[src/rtl/vga_pkg.sv]
// Shared VGA 640x480@60 timing constants and coordinate type.
// Derived sync windows are half-open: [START, END).
package vga_pkg;

    localparam int H_ACTIVE = 640;
    localparam int H_FP     = 16;
    localparam int H_SYNC   = 96;
    localparam int H_BP     = 48;
    localparam int V_ACTIVE = 480;
    localparam int V_FP     = 10;
    localparam int V_SYNC   = 2;
    localparam int V_BP     = 33;

    localparam int H_TOTAL  = H_ACTIVE + H_FP + H_SYNC + H_BP;
    localparam int V_TOTAL  = V_ACTIVE + V_FP + V_SYNC + V_BP;
    localparam int HS_START = H_ACTIVE + H_FP;
    localparam int HS_END   = HS_START + H_SYNC;
    localparam int VS_START = V_ACTIVE + V_FP;
    localparam int VS_END   = VS_START + V_SYNC;

    typedef logic [9:0] coord_t;

endpackage

[src/rtl/vga_axis_counter.sv]
// Free-running wrap counter for one scan axis; wrap is asserted on the
// enabled cycle that rolls TOTAL-1 back to 0.
module vga_axis_counter
    import vga_pkg::*;
#(
    parameter int TOTAL = 800
) (
    input  logic       vga_clk,
    input  logic       reset_n,
    input  logic       en,
    output logic [9:0] cnt,
    output logic       wrap
);

    assign wrap = en && (cnt == coord_t'(TOTAL - 1));

    always_ff @(posedge vga_clk or negedge reset_n) begin
        if (!reset_n)
            cnt <= '0;
        else if (wrap)
            cnt <= '0;
        else if (en)
            cnt <= cnt + 10'd1;
    end

endmodule

[src/rtl/vga_timing_gen.sv]
// Pixel-rate VGA timing generator: scan counters plus a single register
// stage so coordinates, sync, blank and strobes always line up.
module vga_timing_gen #(
    parameter int H_ACTIVE = vga_pkg::H_ACTIVE,
    parameter int H_FP     = vga_pkg::H_FP,
    parameter int H_SYNC   = vga_pkg::H_SYNC,
    parameter int H_BP     = vga_pkg::H_BP,
    parameter int V_ACTIVE = vga_pkg::V_ACTIVE,
    parameter int V_FP     = vga_pkg::V_FP,
    parameter int V_SYNC   = vga_pkg::V_SYNC,
    parameter int V_BP     = vga_pkg::V_BP
) (
    input  logic       vga_clk,
    input  logic       reset_n,
    output logic [9:0] DrawX,
    output logic [9:0] DrawY,
    output logic       blank,
    output logic       hs,
    output logic       vs,
    output logic       frame_start,
    output logic       vblank_start,
    output logic [7:0] frame_count
);
    import vga_pkg::*;

    localparam int H_TOT = H_ACTIVE + H_FP + H_SYNC + H_BP;
    localparam int V_TOT = V_ACTIVE + V_FP + V_SYNC + V_BP;
    localparam int HS_LO = H_ACTIVE + H_FP;
    localparam int HS_HI = HS_LO + H_SYNC;
    localparam int VS_LO = V_ACTIVE + V_FP;
    localparam int VS_HI = VS_LO + V_SYNC;

    generate
        if (H_TOT > 1024 || V_TOT > 1024) begin : g_bad_timing
            $error("vga_timing_gen: H/V totals must fit 10-bit coordinates");
        end
    endgenerate

    coord_t hcnt, vcnt;
    logic   h_wrap, v_wrap;

    vga_axis_counter #(.TOTAL(H_TOT)) u_hcnt (
        .vga_clk (vga_clk),
        .reset_n (reset_n),
        .en      (1'b1),
        .cnt     (hcnt),
        .wrap    (h_wrap)
    );

    vga_axis_counter #(.TOTAL(V_TOT)) u_vcnt (
        .vga_clk (vga_clk),
        .reset_n (reset_n),
        .en      (h_wrap),
        .cnt     (vcnt),
        .wrap    (v_wrap)
    );

    logic blank_d, hs_d, vs_d, fs_d, vbs_d;

    always_comb begin
        blank_d = (hcnt < coord_t'(H_ACTIVE)) && (vcnt < coord_t'(V_ACTIVE));
        hs_d    = !((hcnt >= coord_t'(HS_LO)) && (hcnt < coord_t'(HS_HI)));
        vs_d    = !((vcnt >= coord_t'(VS_LO)) && (vcnt < coord_t'(VS_HI)));
        fs_d    = (hcnt == '0) && (vcnt == '0);
        vbs_d   = (hcnt == '0) && (vcnt == coord_t'(V_ACTIVE));
    end

    // frame_count advances on the same edge that registers frame_start
    always_ff @(posedge vga_clk or negedge reset_n) begin
        if (!reset_n) begin
            DrawX        <= '0;
            DrawY        <= '0;
            blank        <= 1'b0;
            hs           <= 1'b1;
            vs           <= 1'b1;
            frame_start  <= 1'b0;
            vblank_start <= 1'b0;
            frame_count  <= '0;
        end else begin
            DrawX        <= hcnt;
            DrawY        <= vcnt;
            blank        <= blank_d;
            hs           <= hs_d;
            vs           <= vs_d;
            frame_start  <= fs_d;
            vblank_start <= vbs_d;
            frame_count  <= frame_count + {7'd0, fs_d};
        end
    end

endmodule

[config.mk]
export PLATFORM = sky130hd
export DESIGN_NAME = vga_timing_gen
export DESIGN_NICKNAME = d
export VERILOG_FILES = /design/src/rtl/vga_pkg.sv /design/src/rtl/vga_axis_counter.sv /design/src/rtl/vga_timing_gen.sv
export SDC_FILE = /design/constraint.sdc
export NUM_CORES = 1
export LEC_CHECK = 0
export BUFFER_PORTS_ARGS = -buffer_cell sky130_fd_sc_hd__buf_2
export CAP_MARGIN = 10
export CORE_MARGIN = 2
export CORE_UTILIZATION = 25
export CTS_BUF_LIST = sky130_fd_sc_hd__clkbuf_8
export CTS_CLUSTER_SIZE = 12
export DETAILED_ROUTE_END_ITERATION = 12
export GPL_TIMING_DRIVEN = 0
export PLACE_DENSITY = 0.51
export SLEW_MARGIN = 20
export SYNTH_ARGS = -nofsm -noshare
export SYNTH_HDL_FRONTEND = slang
export SYNTH_HIERARCHICAL = 1
export SYNTH_SLANG_ARGS = --single-unit
[constraint.sdc]
create_clock -name vga_clk -period 1.8 [get_ports vga_clk]
set_input_delay 0.09 -clock vga_clk [delete_from_list [all_inputs] [get_ports vga_clk]]
set_output_delay 0.09 -clock vga_clk [all_outputs]
set_load 0.005 [all_outputs]
==> flow_summary.ini, run 1 <==
[outcome]
outcome = complete, but fails checks
violations = negative setup slack

[floorplanning]
die_w_um = 94.9
ios = 35
placementRows = 33
fp.dieH_um = 94.9
dieArea_um2 = 9000
coreArea_um2 = 8090
start_util = 0.255

[critical_path]
arrival_ns = 2.04
ff2ff_path_depth = 7
endpoint_kind = flop
critPathMaxFanout = 4
critPathKind = reg -> reg
required_ns = 1.99
startpoint_type = flop

[finish]
multi_input_area_um2 = 845
fill_cells = 834
final_layout_size_suffix_gt1_frac = 0.385
final_cell_mix = dfrtp_1 (42), buf_2 (33), buf_4 (22)
diodes = 0
regArea_um2 = 1340
syn_to_final_growth_pct = 35.6
final_common_cell = dfrtp_1
nNetsFinal = 245

[global_routing]
grtUsageMet3 = 0.0295
met2_usage = 0.158
top_usage_layer = met2
grt.overflow.total = 0
grt.met1_usage = 0.134
grt_pass1_wl_um = 7040
grt_max_degree = 54
antenna_found_initial = 0
track_usage = 0.102
grt_pass1_vias = 1452

[placement]
port_buffers = 34
post-place-ws_ns = -0.451
hpwl_um = 2690
gp_congestion = 0.771

[clock_network]
cts.path.max_buffers = 2
clk-insertion-delay-late_ns = 0.31
htree_levels = 2
root_buffer = clkbuf_8
cts_tree = done
clock_sinks = 53
clk_pin_slew_ns = 0.10
cts_made_buffers = 5

[route]
vias_per_cell = 4.36
final_antenna_net_count = 0
wire_per_inst_um = 12.3
drc = 0
vias = 1501
wirelength_um = 4250
drt_pass1_iterations = 4
dr.first_iter.drc_count = 114

[sta]
fin_crit_ns = 1.85
tightest_slew_ns = 0.656
rsz0062_at_grt = yes
setup_violations = 6
post-route-period-util = 1.03
finalClockSkew_ns = 0.00947
setup_slack_ns = -0.0475
max_slew_margin = 0.562
drv_slew = 0
fmax_mhz = 541
hold_violations = 0

[synth]
ys_seq_elements = 53
ys_types = 33
ys.flop_type = dfrtp_1
synthCells = 172
synth.area.top_cells = dfrtp_1 (62%), xnor2_1 (3.8%), xor2_1 (3.4%)
synth_edf_count = 0
synthArstFlopShare = 1.00
synth_area_um2 = 2060
yosysTopAreaCell = dfrtp_1
seq_area_frac_synth = 0.644
avgSynthCellArea_um2 = 12.0
yosys_warnings = 6
synthDominantCellAreaShare = 0.618

[power]
sw_frac_of_total = 0.275
peakVddDrop_mv = 0.406
p_switching_uw = 774
combPwrFrac = 0.175
pwr-share-seq = 0.529
p_leak_nw = 1.30
intPower_mw = 2.04
power_mw = 2.82
clkPwrFrac = 0.296
power-per-cell-area_nw_per_um2 = 1010

[hold_path]
hp-class = in -> async

[job]
cap_violations = 0
-- logic make-up (layout without fill, tap and decap cells) --
| logic type | Yosys count | in the layout | synth area share |
|---|---|---|---|
| DFF | 53 | 53 | 0.644 |
| and+or+nand+nor | 73 | 73 | 0.190 |
| muxes | 2 | 2 | 0.00970 |
| other | 1 | 5 | 0.00182 |
| adders and majority gates | 5 | 5 | 0.0303 |
| xor gates and xnor gates | 17 | 17 | 0.0721 |
| buffers and inverters | 7 | 70 | 0.0133 |
| AOI/OAI and AO/OA | 14 | 14 | 0.0394 |
-- synthesized netlist by cell type (2+ instances only) --
| master | number |
|---|---|
| a211o_1 | 2 |
| a21oi_1 | 4 |
| and3_1 | 2 |
| dfrtp_1 | 51 |
| dfstp_2 | 2 |
| ha_1 | 5 |
| inv_1 | 5 |
| mux2i_1 | 2 |
| nand2_1 | 17 |
| nand3_1 | 5 |
| nand4_1 | 9 |
| nor2_1 | 12 |
| nor3_1 | 8 |
| nor4_1 | 6 |
| o21ai_0 | 6 |
| or3_1 | 3 |
| or4_1 | 2 |
| xnor2_1 | 9 |
| xor2_1 | 8 |
-- layer usage --
metal / wire (um) / up-vias / part of all wire
li1: - / 726 / -
met1: 1860 / 742 / 0.44
met4: 73 / 0 / 0.017
met2: 2100 / 28 / 0.50
met5: 0 / - / 0
met3: 207 / 5 / 0.049
-- flip-flops by register name (all words and copies together), names as in the netlist --
register      flops
u_hcnt/cnt       10
frame_start       1
vs                1
u_vcnt/cnt       10
DrawY            10
DrawX            10
blank             1
frame_count       8
hs                1
vblank_start      1
-- final cells by class --
type | count | share of cell area
Clock buffer | 6 | 0.0295
Sequential cell | 53 | 0.479
Timing Repair Buffer | 55 | 0.119
Tap cell | 105 | 0.0469
Buffer | 2 | 0.00447
Multi-Input combinational cell | 116 | 0.302
Clock inverter | 2 | 0.0134
Inverter | 5 | 0.00670
-- stage by stage --
stage | cells | instance area [um^2] | setup TNS [ns] | hold WS [ns] | util
after floorplan | 176 | 2090 | -0.0273 | -0.206 | -
after global placement | 315 | 2390 | -4.19 | 0.395 | 0.295
after detailed placement | 315 | 2390 | -4.94 | 0.173 | 0.296
after CTS | 338 | 2730 | -0.182 | 0.370 | 0.337
after global routing | 344 | 2800 | -1.33 | 0.410 | 0.346
final | 344 | 2800 | -0.151 | 0.343 | 0.346
-- critical path: stages (launching register included) --
cell and delay [ns]:
dfrtp_2 0.44, ha_4 0.15, nand4_1 0.13, nor4_2 0.28, buf_4 0.17, nand4_1 0.16
or2b_1 0.29, xnor2_1 0.12
-- power by group through the flow --
stage / clock (mW) / sequential [mW] / combinational, mW
finish: 0.833 / 1.49 / 0.494
global route: 0.922 / 1.51 / 0.549
CTS: 0.873 / 1.50 / 0.463
detailed placement: 0 / 1.50 / 0.336
global placement: 0 / 1.50 / 0.321
floorplan: 0 / 1.48 / 0.189
-- final timing paths --
kind,from,end,slack [ns]
worst min-delay path,reset_n,u_hcnt/cnt[0],0.34
min in group vga_clk,u_hcnt/cnt[9],DrawX[9],0.47
worst max register to register,u_hcnt/cnt[0],u_vcnt/cnt[8],-0.05
worst max-delay path,u_hcnt/cnt[0],u_vcnt/cnt[8],-0.05
worst min register to register,u_hcnt/cnt[9],DrawX[9],0.47
max in group asynchronous,reset_n,u_vcnt/cnt[3],0.96
-- repair_timing --
action | 4_1_cts | 5_1_grt
hold endpoints to repair | 51 | 0
setup endpoints to repair | 21 | 16
pin swaps | 7 | 4
cloned | 0 | 0
hold buffers | 1 | 0
setup buffers | 14 | 8
gates resized for setup | 23 | 10
(Power assumes the default switching activity.)
==> run 2, diff against run 1 <==
Settings changed: CORE_UTILIZATION 25 to 52, PLACE_DENSITY 0.51 to 0.86.
==> flow_summary.ini, run 2 (synthesis results as in run 1) <==
[outcome]
outcome = complete, but fails checks
violations = negative setup slack

[sta]
hold_violations = 0
hold_ws_ns = 0.367
rsz0062_at_grt = yes
post-route-period-util = 1.10
setup_violations = 9
finalClockSkew_ns = 0.00709
max_slew_margin = 0.577
fin_tns_setup_ns = -0.746
drv_slew = 0
setup_slack_ns = -0.183
tightest_slew_ns = 0.634
fin_crit_ns = 1.98
fmax_mhz = 504

[placement]
post-place-ws_ns = -0.412
gp_congestion = 0.864
port_buffers = 34
dpl_cell_area_um2 = 2320
dp_cells = 258
hpwl_um = 2340

[global_routing]
grt.overflow.total = 0
grt_max_degree = 54
antenna_found_initial = 0
grt_pass1_vias = 1419
grt_pass1_wl_um = 7240
track_usage = 0.226

[floorplanning]
die_w_um = 67.0
placementRows = 22
ios = 35
dieArea_um2 = 4490
start_util = 0.551
fp.dieH_um = 67.0
coreArea_um2 = 3740

[finish]
final_cell_mix = dfrtp_1 (41), buf_2 (33), buf_4 (18)
finalInstanceArea_um2 = 2710
diodes = 0
layout.cells.non_filler = 284
nNetsFinal = 242
final_layout_size_suffix_gt1_frac = 0.390
syn_to_final_growth_pct = 31.3
utilization = 0.724
final_common_cell = dfrtp_1

[critical_path]
crit_buf_inv = 1
critPathMaxFanout = 5
crit_family = simple AND/OR/NAND/NOR gates
ff2ff_path_depth = 6
required_ns = 2.01
slowest_stage = dfrtp_2
r2r-start = u_hcnt/cnt[7]
crit_path_max_incr_delay_ns = 0.44
reg2reg_to = u_vcnt/cnt[8]
endpoint_kind = flop
critPathKind = reg -> reg
arrival_ns = 2.19
startpoint_type = flop
worst-r2r-setup-slack_ns = -0.18
endpoint = u_vcnt/cnt[8]
critPathLaunch = u_hcnt/cnt[7]
worst-path-stages = 6
path_cells = or3b_4 > nor4_2 > buf_4 > nand4_1 > or2b_1 > xnor2_1

[route]
drc = 0
dr.first_iter.drc_count = 125
vias_per_cell = 5.48
vias = 1557
wire_per_inst_um = 16.1
drt_pass1_iterations = 4
wirelength_um = 4590
final_antenna_net_count = 0

[clock_network]
root_buffer = clkbuf_8
clock_sinks = 53
clk_pin_slew_ns = 0.09
cts_tree = done
cts_made_buffers = 5
htree_levels = 2
cts.path.max_buffers = 2
clk-insertion-delay-late_ns = 0.30

[power]
peakVddDrop_mv = 0.686
power-per-cell-area_nw_per_um2 = 996
power_mw = 2.70
p_leak_nw = 1.29

[job]
cap_violations = 0

[hold_path]
hp-class = in -> async
## run 2: cell types whose count changed in the layout (fill, tap and decap cells not counted), sizes merged
| cell | delta |
|---|---|
| buf | -3 |
| bufinv | -1 |
| clkbuf | +1 |
| clkinv | +1 |
| clkinvlp | -1 |
## run 2: worst min path at each step
stage                     to  slack, ns  cells after the start
2_1_floorplan       DrawX[0]      -0.21                      0
3_3_place_gp   u_hcnt/cnt[1]       0.36                      1
3_5_place_dp   u_hcnt/cnt[1]       0.36                      1
4_1_cts        u_hcnt/cnt[5]       0.04                      1
5_1_grt             DrawX[1]       0.44                      2
6_report       u_hcnt/cnt[1]       0.37                      2
## run 2: layout make-up
| class | instances | area, um^2 |
|---|---|---|
| buffer | 2 | 11.3 |
| clock buffer | 7 | 96.3 |
| clock inverter | 1 | 5.00 |
| fill | 226 | 1030 |
| inverter | 5 | 18.8 |
| multi-input combinational | 116 | 865 |
| sequential | 53 | 1340 |
| tap | 48 | 60.1 |
| timing repair buffer | 52 | 314 |
## run 2: worst register-to-register path, cell delays in order (launching register included)
cell and delay (ns):
dfrtp_2 0.44, or3b_4 0.42, nor4_2 0.16, buf_4 0.17, nand4_1 0.16, or2b_1 0.32
xnor2_1 0.22
## run 2: power breakdown
part           leakage, nW  switching (mW)  internal [mW]
clock               0.0542           0.363          0.348
sequential           0.658           0.161           1.35
combinational        0.579           0.252          0.231
## run 2: repair_timing
item | 4_1_cts | 5_1_grt
pin swaps | 9 | 5
setup endpoints to repair | 20 | 21
setup buffers | 15 | 4
hold endpoints to repair | 0 | 51
gates resized for setup | 24 | 13
hold buffers | 0 | 1
## run 2: layer usage
layer,share of wire,vias up,global-route usage
li1,-,729,-
met1,0.40,760,0.278
met2,0.52,56,0.375
met3,0.053,12,0.0608
met4,0.027,0,0.0918
met5,0,-,0
==> run 3, diff against run 2 <==
Settings changed: CELL_PAD_IN_SITES_DETAIL_PLACEMENT set to 1, CELL_PAD_IN_SITES_GLOBAL_PLACEMENT set to 2, CORE_UTILIZATION 52 to 34, PLACE_DENSITY 0.86 to 0.84, SLEW_MARGIN 20 to unset.
==> flow_summary.ini, run 3 (synthesis results as in run 1) <==
[outcome]
outcome = complete, but fails checks
violations = negative setup slack

[global_routing]
grt.overflow.total = 0
grt_pass1_wl_um = 8070
grt_max_degree = 54
track_usage = 0.163
antenna_found_initial = 0
grt_pass1_vias = 1551

[clock_network]
cts_tree = done
cts.path.max_buffers = 2
clk-insertion-delay-late_ns = 0.30
htree_levels = 2
clock_sinks = 53
clk_pin_slew_ns = 0.10
cts_made_buffers = 5
root_buffer = clkbuf_8

[critical_path]
ff2ff_path_depth = 6
worst-r2r-setup-slack_ns = -0.21
r2r-start = u_hcnt/cnt[7]
endpoint_kind = flop
required_ns = 1.99
startpoint_type = flop
reg2reg_to = u_vcnt/cnt[8]
critPathKind = reg -> reg
critPathMaxFanout = 6
arrival_ns = 2.20

[sta]
setup_violations = 19
max_slew_margin = 0.479
hold_violations = 0
drv_slew = 0
setup_slack_ns = -0.212
rsz0062_at_grt = yes
fin_crit_ns = 2.01
fmax_mhz = 497
finalClockSkew_ns = 0.00447
post-route-period-util = 1.12
tightest_slew_ns = 0.774
fin_tns_setup_ns = -2.47

[job]
cap_violations = 0

[hold_path]
hp-class = in -> async

[placement]
hpwl_um = 2940
port_buffers = 34
dp_cells = 285
gp_congestion = 0.723

[power]
sw_frac_of_total = 0.302
p_switching_uw = 818
combPwrFrac = 0.205
p_leak_nw = 1.30
power-per-cell-area_nw_per_um2 = 977
clkPwrFrac = 0.243
peakVddDrop_mv = 0.394
intPower_mw = 1.89
pwr-share-seq = 0.552

[finish]
diodes = 0
final_layout_size_suffix_gt1_frac = 0.383
regArea_um2 = 1340
utilization = 0.471
nNetsFinal = 246
fill_cells = 652
multi_input_area_um2 = 867
layout.cells.non_filler = 315
final_common_cell = dfrtp_1
syn_to_final_growth_pct = 34.2
final_cell_mix = dfrtp_1 (43), buf_2 (34), buf_4 (20)

[route]
dr.first_iter.drc_count = 94
final_antenna_net_count = 0
drc = 0
vias = 1518
drt_pass1_iterations = 4
wire_per_inst_um = 16.3
vias_per_cell = 4.82
wirelength_um = 5130

[floorplanning]
fp.dieH_um = 81.9
coreArea_um2 = 5890
ios = 35
die_w_um = 81.9
placementRows = 28
dieArea_um2 = 6710
start_util = 0.351
run 3: changes by cell type in the layout (fill, tap and decap cells not counted), moves of 2 or more:
cell,change
buf_4,+2
clkbuf_8,-2
clkinvlp_4,+2
dfrtp_1,+2
dfrtp_2,-2
nor2_4,+2
nor4_1,+2
nor4_2,-3
run 3: worst max-delay path by stage:
stage / from / endpoint / depth (start not counted) / slack [ns]
after floorplan: u_hcnt/cnt[6] / u_vcnt/cnt[8] / 6 / -0.02
after global placement: u_hcnt/cnt[0] / u_vcnt/cnt[8] / 7 / -0.43
after detailed placement: u_hcnt/cnt[0] / u_vcnt/cnt[8] / 7 / -0.48
after CTS: u_hcnt/cnt[7] / u_vcnt/cnt[6] / 7 / -0.14
after global routing: u_hcnt/cnt[7] / u_vcnt/cnt[6] / 7 / -0.33
final: u_hcnt/cnt[7] / u_vcnt/cnt[8] / 6 / -0.21
run 3: repair_timing:
item                                   in CTS  in global routing
resized for setup                          28                 10
setup endpoints to repair                  21                 21
hold buffers                                0                  1
setup buffers                              17                  4
pin swaps                                   9                  8
endpoints found under the hold margin       0                 13
run 3: area by class of cell:
cell class                      count  share of cell area
Clock buffer                        5              0.0248
Tap cell                           75              0.0339
Sequential cell                    53               0.483
Timing Repair Buffer               56               0.128
Inverter                            5             0.00677
Multi-Input combinational cell    116               0.313
Buffer                              2             0.00406
Clock inverter                      3             0.00677
run 3: metal layers:
| metal | track usage | part of all wire | vias to the layer above |
|---|---|---|---|
| li1 | - | - | 733 |
| met1 | 0.194 | 0.43 | 756 |
| met2 | 0.289 | 0.54 | 27 |
| met3 | 0.0341 | 0.029 | 2 |
| met4 | 0.0567 | 0.0086 | 0 |
| met5 | 0 | 0 | - |
run 3: metrics by stage:
step	hold slack [ns]	area (um^2)	power (mW)	setup slack, ns
after global routing	0.235	2770	2.87	-0.333
after CTS	0.0501	2690	2.68	-0.138
after detailed placement	0.385	2350	1.86	-0.478
final	0.220	2770	2.71	-0.212
after floorplan	-0.206	2090	1.67	-0.0241
after global placement	0.368	2350	1.82	-0.426
run 3: worst max-delay path: stages (launching register included):
cell and delay (ns):
dfrtp_2 0.45, or3b_4 0.42, nor4_4 0.26, buf_4 0.17, nand4_1 0.17, or2b_1 0.30
xnor2_1 0.13
run 3: power groups by stage:
stage | clock, mW | sequential (mW) | combinational, mW
floorplan | 0 | 1.48 | 0.189
global placement | 0 | 1.50 | 0.321
detailed placement | 0 | 1.51 | 0.344
CTS | 0.672 | 1.49 | 0.522
global route | 0.739 | 1.52 | 0.618
finish | 0.658 | 1.49 | 0.556
